===== config.mk =====
export PLATFORM = sky130hd
export DESIGN_NAME = store_unit
export DESIGN_NICKNAME = d
export VERILOG_FILES = /design/src/rtl/store_pkg.sv /design/src/rtl/store_lane_align.sv /design/src/rtl/store_unit.sv
export SDC_FILE = /design/constraint.sdc
export NUM_CORES = 1
export LEC_CHECK = 0
export CAP_MARGIN = 20
export CORE_ASPECT_RATIO = 2
export CORE_MARGIN = 2
export CORE_UTILIZATION = 42
export CTS_BUF_LIST = sky130_fd_sc_hd__clkbuf_2
export CTS_CLUSTER_DIAMETER = 60
export DETAILED_ROUTE_END_ITERATION = 10
export PLACE_DENSITY = 0.8
export SLEW_MARGIN = 20
export SYNTH_ARGS = -nofsm -noshare
export SYNTH_HDL_FRONTEND = slang
export SYNTH_SLANG_ARGS = --single-unit

===== constraint.sdc =====
create_clock -name clk -period 1.9 [get_ports clk]
set_input_delay 0.19 -clock clk [delete_from_list [all_inputs] [get_ports clk]]
set_output_delay 0.19 -clock clk [all_outputs]
set_load 0.01 [all_outputs]

===== src/rtl/store_pkg.sv =====
// Shared constants and types for the store unit: funct3 encodings,
// completion error codes and the controller state encoding.
package store_pkg;

   localparam logic [2:0] F3_SB = 3'b000;
   localparam logic [2:0] F3_SH = 3'b001;
   localparam logic [2:0] F3_SW = 3'b010;

   localparam logic [1:0] ERR_NONE    = 2'b00;
   localparam logic [1:0] ERR_FUNC3   = 2'b01;
   localparam logic [1:0] ERR_ALIGN   = 2'b10;
   localparam logic [1:0] ERR_TIMEOUT = 2'b11;

   typedef enum logic [1:0] {
      IDLE = 2'b00,
      REQ  = 2'b01,
      RESP = 2'b10
   } state_t;

endpackage


===== src/rtl/store_lane_align.sv =====
// Combinational lane steering for SB/SH/SW: byte enables, replicated
// write data and the reject flags.
// Optional macro MISALIGN_TRAP_EN: flags misaligned SH/SW so the unit can
// reject them. Without it the low address bits that do not select a lane
// are simply ignored.
module store_lane_align
   import store_pkg::*;
(
   input  logic [2:0]  func3,
   input  logic [1:0]  ea_lo,
   input  logic [31:0] rs2,
   output logic [3:0]  be,
   output logic [31:0] wdata,
   output logic        misaligned,
   output logic        bad_func3
);

   // decode store width into lane enables and replicated data
   always_comb begin
      be         = 4'b0000;
      wdata      = 32'h0000_0000;
      misaligned = 1'b0;
      bad_func3  = 1'b0;
      case (func3)
         F3_SB: begin
            be    = 4'b0001 << ea_lo;
            wdata = {4{rs2[7:0]}};
         end
         F3_SH: begin
            be    = ea_lo[1] ? 4'b1100 : 4'b0011;
            wdata = {2{rs2[15:0]}};
`ifdef MISALIGN_TRAP_EN
            misaligned = ea_lo[0];
`else
            misaligned = 1'b0;
`endif
         end
         F3_SW: begin
            be    = 4'b1111;
            wdata = rs2;
`ifdef MISALIGN_TRAP_EN
            misaligned = (ea_lo != 2'b00);
`else
            misaligned = 1'b0;
`endif
         end
         default: bad_func3 = 1'b1;
      endcase
   end

endmodule


===== src/rtl/store_unit.sv =====
// Execution-stage store unit: one store in flight, req/ack to data memory,
// single-cycle done pulse with error code.
// Optional macro MISALIGN_TRAP_EN (see store_lane_align) enables rejection
// of misaligned SH/SW with ERR_ALIGN.
//
// state | meaning
// IDLE  | st_ready high, waiting for st_valid
// REQ   | mem_req held with stable addr/data/be until mem_ack or timeout
// RESP  | st_done pulse with st_err/st_err_code, then back to IDLE
module store_unit
   import store_pkg::*;
#(
   parameter int unsigned TIMEOUT_CYCLES = 16,
   parameter int unsigned ADDR_W         = 32
) (
   input  logic              clk,
   input  logic              rst_n,
   input  logic              st_valid,
   output logic              st_ready,
   input  logic [2:0]        func3,
   input  logic [31:0]       rs1,
   input  logic [31:0]       rs2,
   input  logic [31:0]       imm,
   output logic              mem_req,
   output logic [ADDR_W-1:0] mem_addr,
   output logic [31:0]       mem_wdata,
   output logic [3:0]        mem_be,
   input  logic              mem_ack,
   output logic              st_done,
   output logic              st_err,
   output logic [1:0]        st_err_code
);

   localparam int unsigned CNT_W = (TIMEOUT_CYCLES < 2) ? 1 : $clog2(TIMEOUT_CYCLES + 1);
   localparam logic [CNT_W-1:0] TO_LIM = CNT_W'(TIMEOUT_CYCLES);

   state_t             state_q, state_d;
   logic [31:0]        ea;
   logic [3:0]         al_be;
   logic [31:0]        al_wdata;
   logic               al_misaligned;
   logic               al_bad_func3;
   logic               accept;
   logic               reject;
   logic [CNT_W-1:0]   cnt_q;
   logic [CNT_W-1:0]   cnt_inc;
   logic               timeout_hit;
   logic [ADDR_W-1:0]  addr_q;
   logic [31:0]        wdata_q;
   logic [3:0]         be_q;
   logic [1:0]         err_q;

   assign ea          = rs1 + imm;
   assign accept      = st_valid && (state_q == IDLE);
   assign reject      = al_bad_func3 || al_misaligned;
   assign cnt_inc     = cnt_q + 1'b1;
   // ack has priority: timeout only counts when ack is absent this cycle
   assign timeout_hit = (TIMEOUT_CYCLES != 0) && !mem_ack && (cnt_inc == TO_LIM);

   store_lane_align u_align (
      .func3      (func3),
      .ea_lo      (ea[1:0]),
      .rs2        (rs2),
      .be         (al_be),
      .wdata      (al_wdata),
      .misaligned (al_misaligned),
      .bad_func3  (al_bad_func3)
   );

   // state register
   always_ff @(posedge clk or negedge rst_n) begin
      if (!rst_n) state_q <= IDLE;
      else        state_q <= state_d;
   end

   // next-state logic
   always_comb begin
      state_d = state_q;
      case (state_q)
         IDLE: if (accept) state_d = reject ? RESP : REQ;
         REQ:  if (mem_ack || timeout_hit) state_d = RESP;
         RESP: state_d = IDLE;
         default: state_d = IDLE;
      endcase
   end

   // outputs decoded from state; be is masked so it is zero whenever no request
   always_comb begin
      st_ready    = (state_q == IDLE);
      mem_req     = (state_q == REQ);
      mem_be      = (state_q == REQ) ? be_q : 4'b0000;
      st_done     = (state_q == RESP);
      st_err_code = (state_q == RESP) ? err_q : ERR_NONE;
      st_err      = (state_q == RESP) && (err_q != ERR_NONE);
   end

   assign mem_addr  = addr_q;
   assign mem_wdata = wdata_q;

   // operand capture at acceptance, timeout counting while waiting for ack
   always_ff @(posedge clk or negedge rst_n) begin
      if (!rst_n) begin
         addr_q  <= '0;
         wdata_q <= '0;
         be_q    <= '0;
         err_q   <= ERR_NONE;
         cnt_q   <= '0;
      end else begin
         case (state_q)
            IDLE: begin
               cnt_q <= '0;
               if (accept) begin
                  addr_q  <= {ea[ADDR_W-1:2], 2'b00};
                  wdata_q <= al_wdata;
                  be_q    <= al_be;
                  if (al_bad_func3)       err_q <= ERR_FUNC3;
                  else if (al_misaligned) err_q <= ERR_ALIGN;
                  else                    err_q <= ERR_NONE;
               end
            end
            REQ: begin
               if (mem_ack) begin
                  cnt_q <= '0;
               end else begin
                  cnt_q <= cnt_inc;
                  if (timeout_hit) err_q <= ERR_TIMEOUT;
               end
            end
            default: cnt_q <= '0;
         endcase
      end
   end

endmodule


## After elaboration in Yosys (flattened, before gate mapping)

Index checks and enable logic that the tools add are counted.

| cells by class | value |
|---|---|
| reductions and logical operators | 13 |
| multiplexer cells | 16 |
| equality and inequality tests | 9 |
| shifts and indexed selects | 1 |
| $add $sub $neg | 2 |

Operators with widths:

| kind | count |
|---|---|
| one-hot mux 32 bit (3 select lines) | 1 |
| adder 32 bit | 1 |
| 2-to-1 mux 2 bit | 7 |
| one-hot mux 4 bit (3 select lines) | 1 |
| 2-to-1 mux 5 bit | 2 |
| 2-to-1 mux 4 bit | 2 |
| one-hot mux 2 bit (2 select lines) | 2 |
| inequality test 2 x 1 -> 1 bit, second input constant | 3 |
| adder 5 x 1 -> 5 bit, second input constant | 1 |
| equality test 5 bit, second input constant | 1 |
| AND reduction 2 bit | 2 |
| AND reduction 4 bit | 1 |
| nonzero test 2 bit | 2 |
| << shifter 1 x 2 -> 4 bit, first input constant | 1 |
| equality test 3 x 1 -> 1 bit, second input constant | 1 |
| equality test 3 x 2 -> 1 bit, second input constant | 1 |
| logical AND 1 bit | 3 |
| zero test 3 bit | 1 |
| OR reduction 3 bit | 1 |
| equality test 2 x 1 -> 1 bit, second input constant | 1 |
| equality test 2 bit, second input constant | 1 |
| zero test 2 bit | 1 |
| inequality test 2 bit, second input constant | 1 |
| zero test 1 bit | 1 |
| 2 further kinds | 2 |

| word-level totals | value |
|---|---|
| register bits after elaboration | 75 |

## Depth between registers and ports, before layout

| logic depth | value |
|---|---|
| word-level depth | 6 |
| gate-level depth with buffers | 11 |

## Cells and area by module

A second synthesis with hierarchy kept.

| second synthesis, totals | value |
|---|---|
| cell total of the unflattened synthesis | 661 |
| area, all modules | 5411.4 um^2 |

Modules (own cells, without submodules):

| module | cells an instance | area each (um^2) | seq. area each (um^2) | instances |
|---|---|---|---|---|
| store_unit | 561 | 4743.3 | 1876.8 | 1 |
| store_lane_align | 100 | 668.1 | 0.0 | 1 |

## Worst setup path after synthesis

OpenSTA, ideal clock, no wires.

| timing path | value |
|---|---|
| path type | input to register |
| start point | in rs1[0] |
| end point | reg addr_q[30] (netlist: mem_addr[30]) |
| stages | 11 |
| arrival time | 2.123 ns |
| buffers on the path | 0 |
| path slack | -0.291 ns |
| library setup time | 0.069 ns |
| path through | ha_1 > inv_1 > fa_1 > nor2b_1 > o31a_1 > o211ai_2 > a21oi_2 > a31o_2 > a31oi_2 > or4_1 > nand3_1 |

| between the ends | value |
|---|---|
| cells in the longest elaborated chain, start to end | 1 |

RTL lines:

| what | RTL line | RTL |
|---|---|---|
| start, declared | store_unit.sv:21 | `input logic [31:0] rs1,` |
| adder 32 bit | store_unit.sv:53 | `assign ea = rs1 + imm;` |
| end signal, assigned | store_unit.sv:113 | `addr_q <= {ea[ADDR_W-1:2], 2'b00};` |
| end, declared | store_unit.sv:48 | `logic [ADDR_W-1:0] addr_q;` |

No other way between the ends.
A chain may end at the register's enable or synchronous reset.

## Final worst setup path

| timing path | value |
|---|---|
| start point | in imm[11] |
| end point | reg addr_q[27] (netlist: mem_addr[27]) |

| between the ends | value |
|---|---|
| cells in the longest elaborated chain, start to end | 1 |

RTL lines:

| what | RTL line | RTL |
|---|---|---|
| start, declared | store_unit.sv:23 | `input logic [31:0] imm,` |
| adder 32 bit | store_unit.sv:53 |  |

No other way between the ends.

==> run metrics <==
Final min period 1920 ps; Critical Path Fanout Max 3; crit-path cells clkdlybuf4s50_1, ha_1, and3_4, and3_4, and2_1, a221o_1, o21ai_4, a31oi_2, xnor2_1, o21ai_1; Critical path buffers and inverters 1; CTS tree yes; Clock Sinks 75; Synth area leaders dfrtp_1 38%, ha_1 8.4%, nand2_1 5.1%, o21ai_0 5.0%, nor2_1 4.8%; worst-margin pin slew approximately 1000 ps; via count 5357; total chip power 6.40 mW; full die area 0.0126 mm^2; chip width between 80 and 90 um; std cell rows 56; drt wl/cell 15.9 um; H-tree levels 3; Slowest cell on crit path clkdlybuf4s50_1; CTS Buf Count 9; post-synthesis xor/xnor area fraction 5.34%; number of global-route vias before repair about 5300; Synth Area in Simple Gates 17.3%; Setup CP Type primary input to register; Fill cells 900; CP top delay family compound AO/OA/AOI/OAI gates; Synth Instances 561; Adder-Cell Fraction of Synth Area 8.80%; root buffer cell clkbuf_2; all-layer global routing usage around a quarter; Main synth FF type dfrtp_1; final setup TNS -21.4 ps; worst path required time 2300 ps; Final nets 977; final critical-path setup slack -21.4 ps; post-synthesis mux area share 1.63%; Cell Area, Placed 0.00769 mm^2; iteration-0 DRC count of the detailed router 351; P&R area growth vs syn 64.0%; asr flop ratio synth 100%; Slew HR 32.4%; synth unique cells 57; Compound-Gate Fraction of Synth Area 25.1%; Setup Skew roughly 34 ps; most common cell after layout, fill and taps aside clkdlybuf4s50_1; Buffers on Ports 174; violated checks negative setup slack; core area about 0.012 mm^2; FF+latch area roughly 0.0019 mm^2; sequential fraction of the synthesis area 38.1%; crit path launch type primary input; RSZ-0062 raised after global routing true; Syn Area/Cell ~9 um^2; P_leak 3.71 nW; pin count of the biggest net entering global routing 45; Pre-antenna DRT Iters 4; initial core utilization 42.6%; Tcrit/Tclk final 101%; fin util 69.8%; # setup viols final 1; Slew Limit Fails 0; Max VDD drop 0.448 mV; share of layout cells above drive strength 1 between 20% and 30%; CP endpoint kind register; Final Wtd Congestion 0.966; GR Overflow Total 0; top cell type's share of synthesized area 38.1%; Vias/cell between 5 and 6; clock transition at the registers of the reported paths 220 ps; worst min path class primary input to asynchronous set/reset pin; detailed placement HPWL 12000 um; Chip Height 157 um; number of synthesized flops with an enable pin 0; final wirelength 15700 um; CP most frequent cell and3_4; #FFs+latches synth 75; worst skew pair latency 510 ps; most frequent cells in the layout 131 x clkdlybuf4s50_1, 118 x buf_4, 75 x dfrtp_1; Fmax achieved 520 MHz; clock tree buffer depth 2; arrival time at the worst endpoint 2320 ps; post-synth top area cell dfrtp_1; DR DRC count 0; diode count 0; status finished, violations left; final hold vios 0; antenna-violating nets left 0; initial antenna violation count 0; Max Cap Viol 0; largest family of logic cells by synthesized area compound AO/OA/AOI/OAI gates; global-route wire length before repair 24900 um; Synthesis Warnings 0; footprint of the multi-input gates about 0.0032 mm^2; CP peak stage delay 400 ps; PwrDens 793 mW/mm^2; Post-Syn Area slightly below 0.005 mm^2; # IOs 177; post-route cell area just over 0.008 mm^2
==> cell usage after synthesis, drive strengths merged (6+ instances only) <==
cell type and instances:
dfrtp 75, nor2 63, nor2b 6, inv 13
nand3 7, xnor2 18, a21oi 35, and2 8
nand4 7, a22o 16, a21o 16, clkbuf 25
nand2 67, ha 33, mux2i 8, buf 6
a221oi 19, o21ai 57, xor2 12, nand2b 7
==> cell type report <==
cell class              instances  area share [%]
multi-input cells             443            39.7
repair buffers                298            33.1
flip-flops and latches         75            23.3
well taps                     145            2.25
inverters                      13           0.605
clock buffers                   9           0.558
clock inverters                 7           0.543
==> worst register-to-register path: stages (launching register included) <==
cell     delay (ps)
dfrtp_1         480
buf_6           140
buf_4           130
or3b_4          440
or4_4           540
nand3_2          70
==> power breakdown <==
part	switching (mW)	total [mW]	internal, mW
Clock	0.593	0.761	0.168
Sequential	0.297	2.36	2.06
Combinational	1.45	3.28	1.83
Total	2.34	6.40	4.06
==> routing by layer <==
| metal | vias to the layer above | track usage (%) | share of wire [%] |
|---|---|---|---|
| met5 | - | 0 | 0 |
| met2 | 191 | 43.4 | 52 |
| li1 | 2575 | - | - |
| met1 | 2573 | 30.9 | 40 |
| met4 | 0 | 7.75 | 1.5 |
| met3 | 18 | 4.36 | 6.2 |
==> worst paths after layout <==
check,from,to,slack (ps),cells after the start
min,rst_n,mem_wdata[15]$_DFFE_PN0P_,110,2
min in group clk,rs1[0],be_q[0]$_DFFE_PN0P_,190,5
max,imm[11],mem_addr[27]$_DFFE_PN0P_,-20,10
max reg2reg,state_q[0]$_DFFE_PN0P_,mem_addr[30]$_DFFE_PN0P_,10,5
max in group asynchronous,rst_n,mem_addr[14]$_DFFE_PN0P_,1180,3
min reg2reg,be_q[2]$_DFFE_PN0P_,be_q[2]$_DFFE_PN0P_,480,2
==> per-stage QoR <==
step,hold WS (ps),cells,setup WS (ps)
floorplan,-106,562,-233
global placement,153,958,-868
detailed placement,157,958,-955
CTS,71.3,989,-34.8
global route,74.4,990,-20.0
finish,113,990,-21.4
==> logic make-up (layout without fill, tap and decap cells) <==
logic type	Yosys count	in the layout
fa+ha+maj	34	34
other cells	1	2
compound gates	183	183
flops	75	75
simple gates	186	186
mux	8	8
buf+inv	44	327
xor+xnor	30	30
==> timing repair <==
action,CTS,global route
setup endpoints to repair,25,49
gates resized for setup,80,37
endpoints found under the hold margin,75,0
setup buffers,14,2
hold buffers,1,0
pin swaps,25,28
==> state kept, by name, indices dropped and copies added (netlist names) <==
| register | count |
|---|---|
| cnt_q | 5 |
| mem_wdata | 32 |
| be_q | 4 |
| mem_addr | 30 |
| err_q | 2 |
| state_q | 2 |
Note: power is estimated with default switching activity, not from simulation.
